$ cat config.mk
export PLATFORM = sky130hd
export DESIGN_NAME = seg7_scan_display
export DESIGN_NICKNAME = d
export VERILOG_FILES = /design/src/rtl/seg7_scan_display.sv
export SDC_FILE = /design/constraint.sdc
export NUM_CORES = 1
export LEC_CHECK = 0
export BUFFER_PORTS_ARGS = -buffer_cell sky130_fd_sc_hd__buf_2
export CAP_MARGIN = 10
export CORE_MARGIN = 10
export CORE_UTILIZATION = 60
export DETAILED_ROUTE_END_ITERATION = 10
export PLACE_DENSITY = 0.85
export REMOVE_ABC_BUFFERS = 1
export SLEW_MARGIN = 30
export SYNTH_ARGS = -nofsm -noshare
export SYNTH_HDL_FRONTEND = slang
export SYNTH_SLANG_ARGS = --single-unit
$ cat constraint.sdc
create_clock -name clk -period 6.8 [get_ports clk]
set_input_delay 0.34 -clock clk [delete_from_list [all_inputs] [get_ports clk]]
set_output_delay 0.34 -clock clk [all_outputs]
set_load 0.005 [all_outputs]
$ cat src/rtl/seg7_scan_display.sv
// Multiplexed N-digit common-anode seven-segment driver with a sequential
// double-dabble binary-to-BCD converter, leading-zero blanking and overflow dashes.
module seg7_scan_display #(
   parameter int DIGITS      = 8,
   parameter int VAL_W       = 27,
   parameter int REFRESH_DIV = 100000
) (
   input  logic              clk,
   input  logic              rst,
   input  logic [VAL_W-1:0]  value,
   input  logic              load,
   input  logic [DIGITS-1:0] dp_mask,
   input  logic              blank_lz,
   input  logic              enable,
   output logic [7:0]        CA,
   output logic [DIGITS-1:0] AN,
   output logic              busy,
   output logic              done,
   output logic              overflow
);

   localparam int BCD_W = DIGITS * 4;
   localparam int CNT_W = (VAL_W > 1) ? $clog2(VAL_W) : 1;
   localparam int IDX_W = (DIGITS > 1) ? $clog2(DIGITS) : 1;
   localparam int PRE_W = $clog2(REFRESH_DIV);

   function automatic logic [63:0] pow10(input int n);
      logic [63:0] r;
      r = 64'd1;
      for (int i = 0; i < n; i++) begin
         r = r * 64'd10;
      end
      return r;
   endfunction

   localparam logic [63:0] LIMIT = pow10(DIGITS);

   function automatic logic [7:0] glyph(input logic [3:0] d);
      logic [7:0] g;
      case (d)
         4'd0:    g = 8'hC0;
         4'd1:    g = 8'hF9;
         4'd2:    g = 8'hA4;
         4'd3:    g = 8'hB0;
         4'd4:    g = 8'h99;
         4'd5:    g = 8'h92;
         4'd6:    g = 8'h82;
         4'd7:    g = 8'hF8;
         4'd8:    g = 8'h80;
         4'd9:    g = 8'h98;
         default: g = 8'hFF;
      endcase
      return g;
   endfunction

   // Shift-add-3 correction applied to every BCD nibble before each shift.
   function automatic logic [BCD_W-1:0] add3(input logic [BCD_W-1:0] b);
      logic [BCD_W-1:0] r;
      r = b;
      for (int i = 0; i < DIGITS; i++) begin
         r[4*i +: 4] = (b[4*i +: 4] >= 4'd5) ? (b[4*i +: 4] + 4'd3) : b[4*i +: 4];
      end
      return r;
   endfunction

   typedef enum logic [1:0] {
      S_IDLE   = 2'd0,
      S_SHIFT  = 2'd1,
      S_COMMIT = 2'd2
   } state_t;

   state_t                  state_r, state_s;
   logic [VAL_W-1:0]        bin_r;
   logic [BCD_W-1:0]        bcd_r;
   logic [BCD_W-1:0]        latch_r;
   logic [CNT_W-1:0]        cnt_r;
   logic                    busy_r, done_r, ovf_r, ovf_pend_r;
   logic                    capture_s, shift_s, commit_s;
   logic [BCD_W+VAL_W-1:0]  shifted_s;

   logic [PRE_W-1:0]        presc_r;
   logic [IDX_W-1:0]        idx_r;
   logic [7:0]              ca_r, ca_s, base_s;
   logic [DIGITS-1:0]       an_r, an_s;
   logic [DIGITS-1:0]       onehot_s, lz_s;
   logic [3:0]              nib_s;
   logic                    sel_lz_s, sel_dp_s, zero_run_s, wrap_s;

   // Converter state register.
   always_ff @(posedge clk or negedge rst) begin
      if (!rst) begin
         state_r <= S_IDLE;
      end else begin
         state_r <= state_s;
      end
   end

   // Converter next state and datapath strobes; a load always restarts.
   always_comb begin
      state_s   = state_r;
      capture_s = load;
      shift_s   = 1'b0;
      commit_s  = 1'b0;
      case (state_r)
         S_IDLE: begin
            state_s = load ? S_SHIFT : S_IDLE;
         end
         S_SHIFT: begin
            shift_s = !load;
            if (load) begin
               state_s = S_SHIFT;
            end else if (cnt_r == CNT_W'(VAL_W - 1)) begin
               state_s = S_COMMIT;
            end else begin
               state_s = S_SHIFT;
            end
         end
         S_COMMIT: begin
            commit_s = !load;
            state_s  = load ? S_SHIFT : S_IDLE;
         end
         default: begin
            state_s = S_IDLE;
         end
      endcase
   end

   assign shifted_s = {add3(bcd_r), bin_r} << 1;

   // Conversion datapath, display latch and status flags.
   always_ff @(posedge clk or negedge rst) begin
      if (!rst) begin
         bin_r      <= {VAL_W{1'b0}};
         bcd_r      <= {BCD_W{1'b0}};
         latch_r    <= {BCD_W{1'b0}};
         cnt_r      <= {CNT_W{1'b0}};
         busy_r     <= 1'b0;
         done_r     <= 1'b0;
         ovf_r      <= 1'b0;
         ovf_pend_r <= 1'b0;
      end else begin
         done_r <= 1'b0;
         if (capture_s) begin
            bin_r      <= value;
            bcd_r      <= {BCD_W{1'b0}};
            cnt_r      <= {CNT_W{1'b0}};
            busy_r     <= 1'b1;
            ovf_pend_r <= (64'(value) >= LIMIT);
         end else if (shift_s) begin
            {bcd_r, bin_r} <= shifted_s;
            cnt_r          <= cnt_r + CNT_W'(1);
         end else if (commit_s) begin
            latch_r <= bcd_r;
            ovf_r   <= ovf_pend_r;
            busy_r  <= 1'b0;
            done_r  <= 1'b1;
         end else begin
            busy_r <= busy_r;
         end
      end
   end

   // Digit select, leading-zero run from the top digit down, and glyph build.
   always_comb begin
      onehot_s   = {DIGITS{1'b0}};
      lz_s       = {DIGITS{1'b0}};
      nib_s      = 4'd0;
      sel_lz_s   = 1'b0;
      sel_dp_s   = 1'b0;
      zero_run_s = 1'b1;
      for (int i = DIGITS - 1; i >= 0; i--) begin
         zero_run_s = zero_run_s & (latch_r[4*i +: 4] == 4'd0);
         lz_s[i]    = zero_run_s;
      end
      lz_s[0] = 1'b0;
      for (int i = 0; i < DIGITS; i++) begin
         onehot_s[i] = (idx_r == IDX_W'(i));
         nib_s       = onehot_s[i] ? latch_r[4*i +: 4] : nib_s;
         sel_lz_s    = onehot_s[i] ? lz_s[i] : sel_lz_s;
         sel_dp_s    = onehot_s[i] ? dp_mask[i] : sel_dp_s;
      end
      if (ovf_r) begin
         base_s = 8'hBF;
      end else if (blank_lz && sel_lz_s) begin
         base_s = 8'hFF;
      end else begin
         base_s = glyph(nib_s);
      end
      ca_s = enable ? (base_s & ~{sel_dp_s, 7'b0000000}) : 8'hFF;
      an_s = enable ? ~onehot_s : {DIGITS{1'b1}};
   end

   assign wrap_s = (presc_r == PRE_W'(REFRESH_DIV - 1));

   // Refresh prescaler and scan index; CA/AN load on each slot wrap.
   always_ff @(posedge clk or negedge rst) begin
      if (!rst) begin
         presc_r <= {PRE_W{1'b0}};
         idx_r   <= {IDX_W{1'b0}};
         ca_r    <= 8'hFF;
         an_r    <= {DIGITS{1'b1}};
      end else if (wrap_s) begin
         presc_r <= {PRE_W{1'b0}};
         idx_r   <= (idx_r == IDX_W'(DIGITS - 1)) ? {IDX_W{1'b0}} : (idx_r + IDX_W'(1));
         ca_r    <= ca_s;
         an_r    <= an_s;
      end else begin
         presc_r <= presc_r + PRE_W'(1);
      end
   end

   assign CA       = ca_r;
   assign AN       = an_r;
   assign busy     = busy_r;
   assign done     = done_r;
   assign overflow = ovf_r;

endmodule

==> impl_metrics.tcl <==
set metrics [dict create \
    setup_tns_ps 0 \
    coreArea_mm2 0.0119 \
    fin_total_pwr_mw 1.97 \
    viasPerCell 5.89 \
    cts_buffers 17 \
    synth_commonest_cells "dfrtp_1, nand2_1, o21ai_0" \
    syn_avg_cell_area_um2 9.70 \
    finalCriticalPeriod_ps 3260 \
    clock_sinks 138 \
    antenna_found_initial 0 \
    first_global_vias 5654 \
    grt_overflow 0 \
    status "completed" \
    synth_enable_flop_cells 0 \
    clk_pin_slew_worst_paths_ps 60 \
    ys_ff_latch 138 \
    dp_hpwl_mm 10.5 \
    area_growth_pct 13.3 \
    dieArea_mm2 0.0169 \
    clock_latency_ps 430 \
    slew_violations 0 \
    antenna_cells 0 \
    yosysMostFrequentCell "dfrtp_1" \
    grt_pass1_wl_mm 26.4 \
    rsz0062_at_grt "no" \
    io-pin-count 59 \
    post-synth-top-area-fraction_pct 42.1 \
    dr.first_iter.drc_count 504 \
    startpoint "idx_r[2]" \
    synth_area_leaders "dfrtp_1, dfstp_2, ha_1" \
    setup.worst_path.class "register to register" \
    final_hold_viol_count 0 \
    crit_fanout 15 \
    critical_path_arrival_ps 3630 \
    syn_inst 748 \
    die_x_um 130 \
    r2r-start "idx_r[2]" \
    portBuffers 58 \
    vias 5587 \
    drive_gt1_share_pct 18.8 \
    ant_nets 0 \
    worstSetupEndpointType "register" \
    ir_worst_vdd_mv 0.205 \
    reg2reg_to "CA[6]" \
    ys_async_sr_fraction_pct 100 \
    start_kind "register" \
    relSlewSlack_pct 43.2 \
    cts_tree "built" \
    drc_errors 0 \
    globalplace.congestion 0.897 \
    ys.warnings.count 0 \
    wire_per_inst_um 16.2 \
    required_ps 7170 \
    power.density_mw_per_mm2 240 \
    drv_cap 0 \
    cts_htree_levels 4 \
    dp_slack_ps 3580 \
    clockBufferDepth 2 \
    nNetsFinal 859 \
    leakagePower_nw 3.82 \
    worst-r2r-setup-slack_ps 3540 \
    period_share_pct 47.9 \
    post-cts-setup-buffers 0 \
    setup_viol 0 \
    hold_path.class "primary input to register" \
    initial_utilization_pct 60.9 \
    seq_area_frac_synth_pct 47.9 \
    grt_max_degree 97 \
    finClkSkew_ps 7.30 \
    ys_types 58 \
    yosysTopAreaCell "dfrtp_1" \
    post_synth_instance_area_mm2 0.00726 \
    clock.fmax_ghz 0.307 \
    setup_ws_ps 3540 \
    firstDrtPassIters 5 \
    synth_top_flop_cell "dfrtp_1" \
    rows 40 \
    die_h_um 130 \
    worst-r2r-cell-count 11 \
    wl_mm 15.4 \
    grtUsageTotal_pct 19.4 \
    cts-root-buf "clkbuf_16" \
    endpoint "CA[6]" \
    worst_slew_pin_slew_ps 852 \
]
final cells by class:
| cell class | count | area, µm² |
|---|---|---|
| clock inverter | 11 | 190 |
| inverter | 33 | 124 |
| multi-input combinational | 534 | 3440 |
| tap | 147 | 184 |
| clock buffer | 21 | 460 |
| timing repair buffer | 65 | 352 |
| fill | 855 | 3690 |
| sequential | 138 | 3470 |
metrics by stage:
stage	instance area, µm²	instances	utilization, %	hold WS [ps]
global route	8220	949	69.0	133
CTS	8220	949	69.0	121
detailed placement	7560	916	63.5	385
floorplan	7030	705	-	44.4
finish	8220	949	69.0	125
global placement	7560	916	63.5	378
cells in the final DEF (no fill, tap or decap), drive strengths merged, types with 4 or more instances in the layout:
master / synthesis / final
dfrtp: 122 / 122
nand2: 86 / 86
o21ai: 67 / 67
buf: 13 / 64
a21oi: 59 / 59
nor2: 59 / 59
inv: 32 / 34
mux2: 31 / 31
ha: 30 / 30
mux2i: 28 / 28
nand3: 25 / 25
clkbuf: 30 / 21
xor2: 17 / 17
xnor2: 17 / 17
dfstp: 16 / 16
nor3: 14 / 14
a31oi: 14 / 14
nor4: 13 / 13
nand2b: 10 / 10
nand4: 9 / 9
bufinv: 0 / 5
and2: 5 / 5
nor2b: 5 / 5
a221oi: 4 / 4
a21o: 4 / 4
o22ai: 4 / 4
a211oi: 4 / 4
clkinv: 1 / 4
cells by family (layout without fill, tap and decap cells):
group | after synthesis | after routing | synth area share [%]
adder cells (fa/ha/maj) | 30 | 30 | 5.17
multiplexers | 59 | 59 | 8.67
buffers and inverters | 76 | 130 | 4.90
XOR/XNOR | 34 | 34 | 4.10
AND/OR/NAND/NOR | 242 | 242 | 15.9
flip-flops | 138 | 138 | 47.9
AO/OA/AOI/OAI | 169 | 169 | 13.4
power breakdown:
group / switching, mW / leakage [nW] / internal, mW
clock: 0.342 / 0.318 / 0.670
combinational: 0.0572 / 1.72 / 0.0369
sequential: 0.0180 / 1.78 / 0.847
total: 0.417 / 3.82 / 1.55
metal layers:
layer	vias to the layer above	part of all wire (%)	GRT usage, %
met5	-	0	0
met4	0	2.2	7.47
met3	28	5.7	5.92
met2	156	46	31.3
met1	2709	46	23.9
li1	2694	-	-
worst max-delay path, cell delays in order (launching register included):
cell and delay [ps]:
dfrtp_1 630, clkinv_1 340, ha_1 400, or2_4 310
a221oi_1 220, o22ai_1 160, a21o_1 290, inv_1 110
ha_1 170, nor3_1 70, a2111oi_2 360, or2_1 150
registers in the layout (all words and copies together), names as in the netlist:
| signal | cells |
|---|---|
| cnt_r | 5 |
| AN | 8 |
| CA | 8 |
| busy | 1 |
| presc_r | 17 |
| latch_r | 32 |
| state_r | 2 |
| idx_r | 3 |
| done | 1 |
| overflow | 1 |
| bin_r | 27 |
| bcd_r | 32 |
| ovf_pend_r | 1 |
repair_timing:
item | 4_1_cts | 5_1_grt
hold buffers | 1 | 0
resized for setup | 0 | 0
endpoints found under the hold margin | 54 | 0
worst min path at each step:
stage	from	endpoint	slack (ps)	cells past startpoint
2_1_floorplan	rst	bcd_r[0]	40	0
3_3_place_gp	rst	bcd_r[15]	380	1
3_5_place_dp	rst	bcd_r[14]	390	1
4_1_cts	value[3]	bin_r[3]	120	3
5_1_grt	value[14]	bin_r[14]	130	3
6_report	value[3]	bin_r[3]	130	3
No activity file was read; power rests on OpenSTA's default activity.
